$ cat config.mk
export PLATFORM = sky130hd
export DESIGN_NAME = perceptron_result_tx
export DESIGN_NICKNAME = d
export VERILOG_FILES = /design/src/rtl/perceptron_pkg.sv /design/src/rtl/uart_tx_byte.sv /design/src/rtl/perceptron_result_tx.sv
export SDC_FILE = /design/constraint.sdc
export NUM_CORES = 1
export LEC_CHECK = 0
export ABC_AREA = 1
export CORE_MARGIN = 3
export CORE_UTILIZATION = 40
export CTS_BUF_LIST = sky130_fd_sc_hd__clkbuf_16
export CTS_CLUSTER_DIAMETER = 40
export CTS_CLUSTER_SIZE = 25
export DETAILED_ROUTE_END_ITERATION = 8
export PLACE_DENSITY = 0.59
export SLEW_MARGIN = 25
export SYNTH_ARGS = -nofsm -noshare
export SYNTH_HDL_FRONTEND = slang
export SYNTH_SLANG_ARGS = --single-unit
$ cat constraint.sdc
create_clock -name clk -period 3.4 [get_ports clk]
set_input_delay 1.02 -clock clk [delete_from_list [all_inputs] [get_ports clk]]
set_output_delay 1.02 -clock clk [all_outputs]
set_load 0.01 [all_outputs]
$ cat src/rtl/perceptron_pkg.sv
// Shared definitions for the perceptron UART link: command codes, default baud
// divider and the transmit state encoding.
package perceptron_pkg;

    localparam logic [2:0] CMD_LOAD_D1 = 3'd0;
    localparam logic [2:0] CMD_LOAD_D2 = 3'd1;
    localparam logic [2:0] CMD_OUT     = 3'd2;
    localparam logic [2:0] CMD_MUL     = 3'd5;
    localparam logic [2:0] CMD_MULADD  = 3'd6;

    localparam int DEFAULT_BAUD_DIV = 430;

    typedef enum logic [2:0] {
        IDLE  = 3'd0,
        START = 3'd1,
        DATA  = 3'd2,
        STOP  = 3'd3,
        GAP   = 3'd4
    } tx_state_e;

endpackage

$ cat src/rtl/uart_tx_byte.sv
// Serialises one 8N1 byte. ready is also high in the final stop-bit clock so the
// next byte can follow with no idle clock in between.
//
// state | meaning
// IDLE  | line high, waiting for load
// START | start bit (low) for BAUD_DIV clocks
// DATA  | eight data bits LSB-first, BAUD_DIV clocks each
// STOP  | stop bit (high) for BAUD_DIV clocks
module uart_tx_byte
    import perceptron_pkg::*;
#(
    parameter int BAUD_DIV = DEFAULT_BAUD_DIV
) (
    input  logic       clk,
    input  logic       rst,
    input  logic       load,
    input  logic [7:0] data,
    output logic       tx,
    output logic       ready
);

    localparam int CW = (BAUD_DIV > 1) ? $clog2(BAUD_DIV) : 1;

    tx_state_e     state;
    logic [CW-1:0] baud_cnt;
    logic [2:0]    bit_cnt;
    logic [7:0]    shift;
    logic          baud_end;

    assign baud_end = (baud_cnt == CW'(BAUD_DIV - 1));
    assign ready    = (state == IDLE) || ((state == STOP) && baud_end);

    always_ff @(posedge clk or posedge rst) begin
        if (rst) begin
            state    <= IDLE;
            tx       <= 1'b1;
            baud_cnt <= '0;
            bit_cnt  <= '0;
            shift    <= '0;
        end else if (load && ready) begin
            state    <= START;
            tx       <= 1'b0;
            baud_cnt <= '0;
            bit_cnt  <= '0;
            shift    <= data;
        end else begin
            case (state)
                IDLE: tx <= 1'b1;
                START: begin
                    if (baud_end) begin
                        state    <= DATA;
                        baud_cnt <= '0;
                        tx       <= shift[0];
                    end else begin
                        baud_cnt <= baud_cnt + 1'b1;
                    end
                end
                DATA: begin
                    if (baud_end) begin
                        baud_cnt <= '0;
                        if (bit_cnt == 3'd7) begin
                            state <= STOP;
                            tx    <= 1'b1;
                        end else begin
                            bit_cnt <= bit_cnt + 1'b1;
                            shift   <= {1'b0, shift[7:1]};
                            tx      <= shift[1];
                        end
                    end else begin
                        baud_cnt <= baud_cnt + 1'b1;
                    end
                end
                STOP: begin
                    if (baud_end) begin
                        state    <= IDLE;
                        baud_cnt <= '0;
                    end else begin
                        baud_cnt <= baud_cnt + 1'b1;
                    end
                end
                default: begin
                    state    <= IDLE;
                    tx       <= 1'b1;
                    baud_cnt <= '0;
                end
            endcase
        end
    end

endmodule

$ cat src/rtl/perceptron_result_tx.sv
// Sends one response frame (node address, then result bytes LSB-first) over 8N1
// UART, with optional idle-high gaps between bytes.
//
// state | meaning
// IDLE  | no frame in progress, start accepted
// START | frame latched, first byte handed to the serialiser next edge
// DATA  | a byte is on the line in the serialiser
// GAP   | idle-high spacing between bytes (down-counter)
module perceptron_result_tx
    import perceptron_pkg::*;
#(
    parameter int BAUD_DIV   = DEFAULT_BAUD_DIV,
    parameter int GAP_CYCLES = 0,
    parameter int RES_BYTES  = 4
) (
    input  logic                   clk,
    input  logic                   rst,
    input  logic                   start,
    input  logic [7:0]             node_addr,
    input  logic [8*RES_BYTES-1:0] result,
    output logic                   uart_tx,
    output logic                   busy,
    output logic                   done
);

    localparam int FW = 8 * (RES_BYTES + 1);
    localparam int BW = $clog2(RES_BYTES + 1) + 1;
    localparam int GW = (GAP_CYCLES > 1) ? $clog2(GAP_CYCLES) : 1;

    tx_state_e     state;
    logic [FW-1:0] frame_sr;
    logic [BW-1:0] byte_cnt;
    logic [GW-1:0] gap_cnt;
    logic          byte_ready;
    logic          byte_end;
    logic          last_byte;
    logic          byte_load;

    assign byte_end  = (state == DATA) && byte_ready;
    assign last_byte = (byte_cnt == BW'(RES_BYTES));
    // Loading in the stop bit's final clock keeps bytes contiguous when there is no gap.
    assign byte_load = (state == START)
                     || ((state == GAP) && (gap_cnt == '0))
                     || (byte_end && !last_byte && (GAP_CYCLES == 0));

    always_ff @(posedge clk or posedge rst) begin
        if (rst) begin
            state    <= IDLE;
            frame_sr <= '0;
            byte_cnt <= '0;
            gap_cnt  <= '0;
            busy     <= 1'b0;
            done     <= 1'b0;
        end else begin
            done <= 1'b0;
            if (byte_load) begin
                frame_sr <= frame_sr >> 8;
                state    <= DATA;
            end
            case (state)
                IDLE: begin
                    if (start) begin
                        frame_sr <= {result, node_addr};
                        byte_cnt <= '0;
                        busy     <= 1'b1;
                        state    <= START;
                    end
                end
                START: ;
                DATA: begin
                    if (byte_end) begin
                        if (last_byte) begin
                            state <= IDLE;
                            busy  <= 1'b0;
                            done  <= 1'b1;
                        end else begin
                            byte_cnt <= byte_cnt + 1'b1;
                            if (GAP_CYCLES > 0) begin
                                state   <= GAP;
                                gap_cnt <= GW'(GAP_CYCLES - 1);
                            end
                        end
                    end
                end
                GAP: begin
                    if (gap_cnt != '0) gap_cnt <= gap_cnt - 1'b1;
                end
                default: begin
                    state <= IDLE;
                    busy  <= 1'b0;
                end
            endcase
        end
    end

    uart_tx_byte #(
        .BAUD_DIV(BAUD_DIV)
    ) u_byte (
        .clk   (clk),
        .rst   (rst),
        .load  (byte_load),
        .data  (frame_sr[7:0]),
        .tx    (uart_tx),
        .ready (byte_ready)
    );

endmodule

==> results.md <==
- Status: completed
- Clock sinks: 72
- Die ar.: 10200 µm²
- Drt wl/cell: 12.9 µm
- IO Count: 46
- Cell variety after synth: 31
- Min Tclk post-route: ~2.4 ns
- FF-to-FF End: frame_sr[0]
- Initial antenna violation count: 0
- Buffer and inverter count on the worst path: 3
- Antenna Cells: 0
- Via density: 5.01
- Synthesized area per cell: 8.30 µm²
- Endpoints failing hold: 0
- Tot Pwr: approximately 3.7 mW
- Core ar.: 8460 µm²
- Switching power: around 1.3 mW
- Count leader, synth: nand2_1
- Crit path DAT: approximately 2.6 ns
- CTS tree: yes
- CP Data Required Time: between 3 and 4 ns
- Crit Reg-Reg Startpoint: u_byte.state[0]
- Post-CTS Resized: 0
- Starting Density: ~43%
- Max incr delay on CP: 0.43 ns
- Worst Reg-to-Reg Cells: 9
- Placer Congestion: 0.814
- Routed vias: 2933
- Mapped Area: 3600 µm²
- First-pass GRT wire length: 13600 µm
- Total global-route track usage: between 10% and 20%
- Synthesis-stage register bit count: 72
- Worst min-delay path endpoint: u_byte.tx
- Post-synth EDFFs: 0
- FP Rows: 33
- Final Max Slew Viols: 0
- Post-Syn Instances: about 430
- Startpoint types: flop
- Setup CP Type: reg -> reg
- Power Internal: 2.42 mW
- Pin count of the biggest net entering global routing: 73
- P_leak: 2.09 nW
- Max cap viols: 0
- Peak supply drop: 0.307 mV
- P&R area growth vs syn: 24.2%
- Crit share post-route: 71.2%
- Vias in the first global route: 2955
- PortBufs: 45
- Slowest cell on crit path: dfrtp_1
- Sequential fraction of the synthesis area: 50.1%
- Synth top area cells: dfrtp_1 49%, nand2_1 14%, a31oi_1 5.2%, nor2_1 4.8%, ha_1 4.5%
- Syn. warnings: 0
- NumNets Final: approximately 530
- Post-Synthesis Net Count: 490
- Slew @ Worst Pin: between 0.5 and 0.6 ns
- Seq pwr share: 36.8%
- FMAX: about 0.41 GHz
- GR Overflow Total: 0
- Net Sw Frac: 34.9%
- Iter 0 DRT Violations: 158
- Min-Delay Path Class: reg -> reg
- Power Density: 829 nW/µm²
- WL final: 7560 µm
- Placed cells: 569
- Detailed Place HPWL: 5130 µm
- Layout cell share with drive strength beyond 1: 6.67%
- # H-tree levels: 3
- # DRC: 0
- Final setup viols: 0
- Worst-path fanout max: 41
- Chip Width: 101 µm
- Clk slew on worst S/H paths: 0.05 ns
- Clk_skew: 0.00769 ns
- Min-delay src: u_byte.tx
- Crit path capture type: flop
- R2R Setup Slk: 0.98 ns
- Die Ht: 101 µm
- CTS Root Cell: clkbuf_16
- Count of non-filler cells in the finished layout: 585
- Hold-fix buffers at CTS: 0
- Max-slew headroom: 65.6%
- Crit-path cells: inv_1 -> ha_1 -> inv_1 -> nand2_4 -> nand3_4 -> nand2_4 -> inv_2 -> o21ai_0 -> o21ai_1
- Clk pwr share: between 30% and 40%
- Post-CTS Setup Repair Bufs: 0
- CP delay by family, top: buffers and inverters
- Largest area contributor in the netlist: dfrtp_1
- Unrepaired setup endpoints after global routing: no
- Worst Setup SP: u_byte.state[0]
- Clk_lat worst skew: about 0.32 ns
- Post-route ant nets: 0
- Top cells by count, synth: 131 x nand2_1, 71 x dfrtp_1, 46 x nor2_1, 34 x inv_1, 30 x a31oi_1
- Num CTS Buffers: 9
- Max Root-Sink Buffers: 2
- Pre-antenna DRT Iters: 5
- Post-synth top flop: dfrtp_1
- Setup TNS Final: 0 ns
- Async S/R FF share, synth: 100%
- Logic pwr share: 32.7%
- Share of the synthesized area in the top cell type: 49.3%
- Hold path depth: 2
## state kept, by name (all words and copies together) (netlist names)
signal           count
frame_sr            40
state                3
done                 1
u_byte.baud_cnt      9
u_byte.bit_cnt       3
busy                 1
u_byte.state         2
u_byte.shift         8
byte_cnt             4
u_byte.tx            1
## per-layer routing
| layer | wire, µm | GRT usage, % |
|---|---|---|
| met1 | 3680 | 22.0 |
| met5 | 0 | 0 |
| met2 | 3500 | 26.2 |
| met4 | 80 | 5.42 |
| met3 | 294 | 4.15 |
## area by class of cell
class | instances | area (µm²)
clock inverters | 7 | 136
clock buffers | 9 | 225
flip-flops and latches | 72 | 1800
fillers | 786 | 3990
inverters | 36 | 135
multi-input cells | 308 | 1560
repair buffers | 48 | 485
well taps | 105 | 131
## how the worst max path moves through the flow
stage,end,cells after the start
CTS,frame_sr[0],9
finish,frame_sr[0],9
global route,frame_sr[0],9
global placement,byte_cnt[3],9
floorplan,busy,1
detailed placement,frame_sr[11],5
## tightest hold or removal path, stage by stage, from the launching register on
cell and delay (ns):
dfstp_2 0.37, nand2_1 0.05, o21ai_0 0.07
## cells by family after synthesis
kind of cell	synth area share [%]
and+or+nand+nor	24.7
AOI/OAI and AO/OA	12.2
DFF	50.1
buffers and inverters	6.74
adders and majority gates	4.52
xor gates and xnor gates	1.70
other	0.104
## per-stage QoR
stage | worst slack, ns | hold slack, ns | area (µm²) | util [%]
3_5_place_dp | 0.967 | 0.484 | 4110 | 48.6
2_1_floorplan | 0.557 | 0.455 | 3600 | -
3_3_place_gp | 0.978 | 0.476 | 4110 | 48.6
6_report | 0.979 | 0.494 | 4480 | 52.9
5_1_grt | 0.700 | 0.516 | 4480 | 52.9
4_1_cts | 0.971 | 0.498 | 4480 | 52.9
## power groups by stage
stage	clock network, mW	logic [mW]	registers, mW
2_1_floorplan	0	0.990	1.34
3_3_place_gp	0	1.19	1.37
3_5_place_dp	0	1.22	1.38
4_1_cts	1.15	1.23	1.37
5_1_grt	1.19	1.41	1.41
6_report	1.13	1.21	1.36
## cell usage in the layout (no fill, tap or decap), types with 2 or more instances in the layout
cell type	synthesis	routed
a31oi_1	30	30
o22ai_1	2	2
inv_2	2	3
nor2_1	46	46
o31ai_1	2	2
nand3_2	2	2
a21oi_1	6	6
nand2_2	1	2
xor2_1	7	7
nand3_1	14	14
nand4_1	8	8
nand2_1	131	130
nand2_4	3	3
nor2_2	2	2
buf_4	1	2
bufinv_16	0	4
nor3_1	2	2
dfrtp_1	71	71
clkbuf_16	0	9
o21ai_1	9	9
ha_1	13	13
o211ai_1	2	2
inv_1	34	35
o21ai_0	24	24
clkdlybuf4s50_1	0	45
No activity file was read; power rests on OpenSTA's default activity.
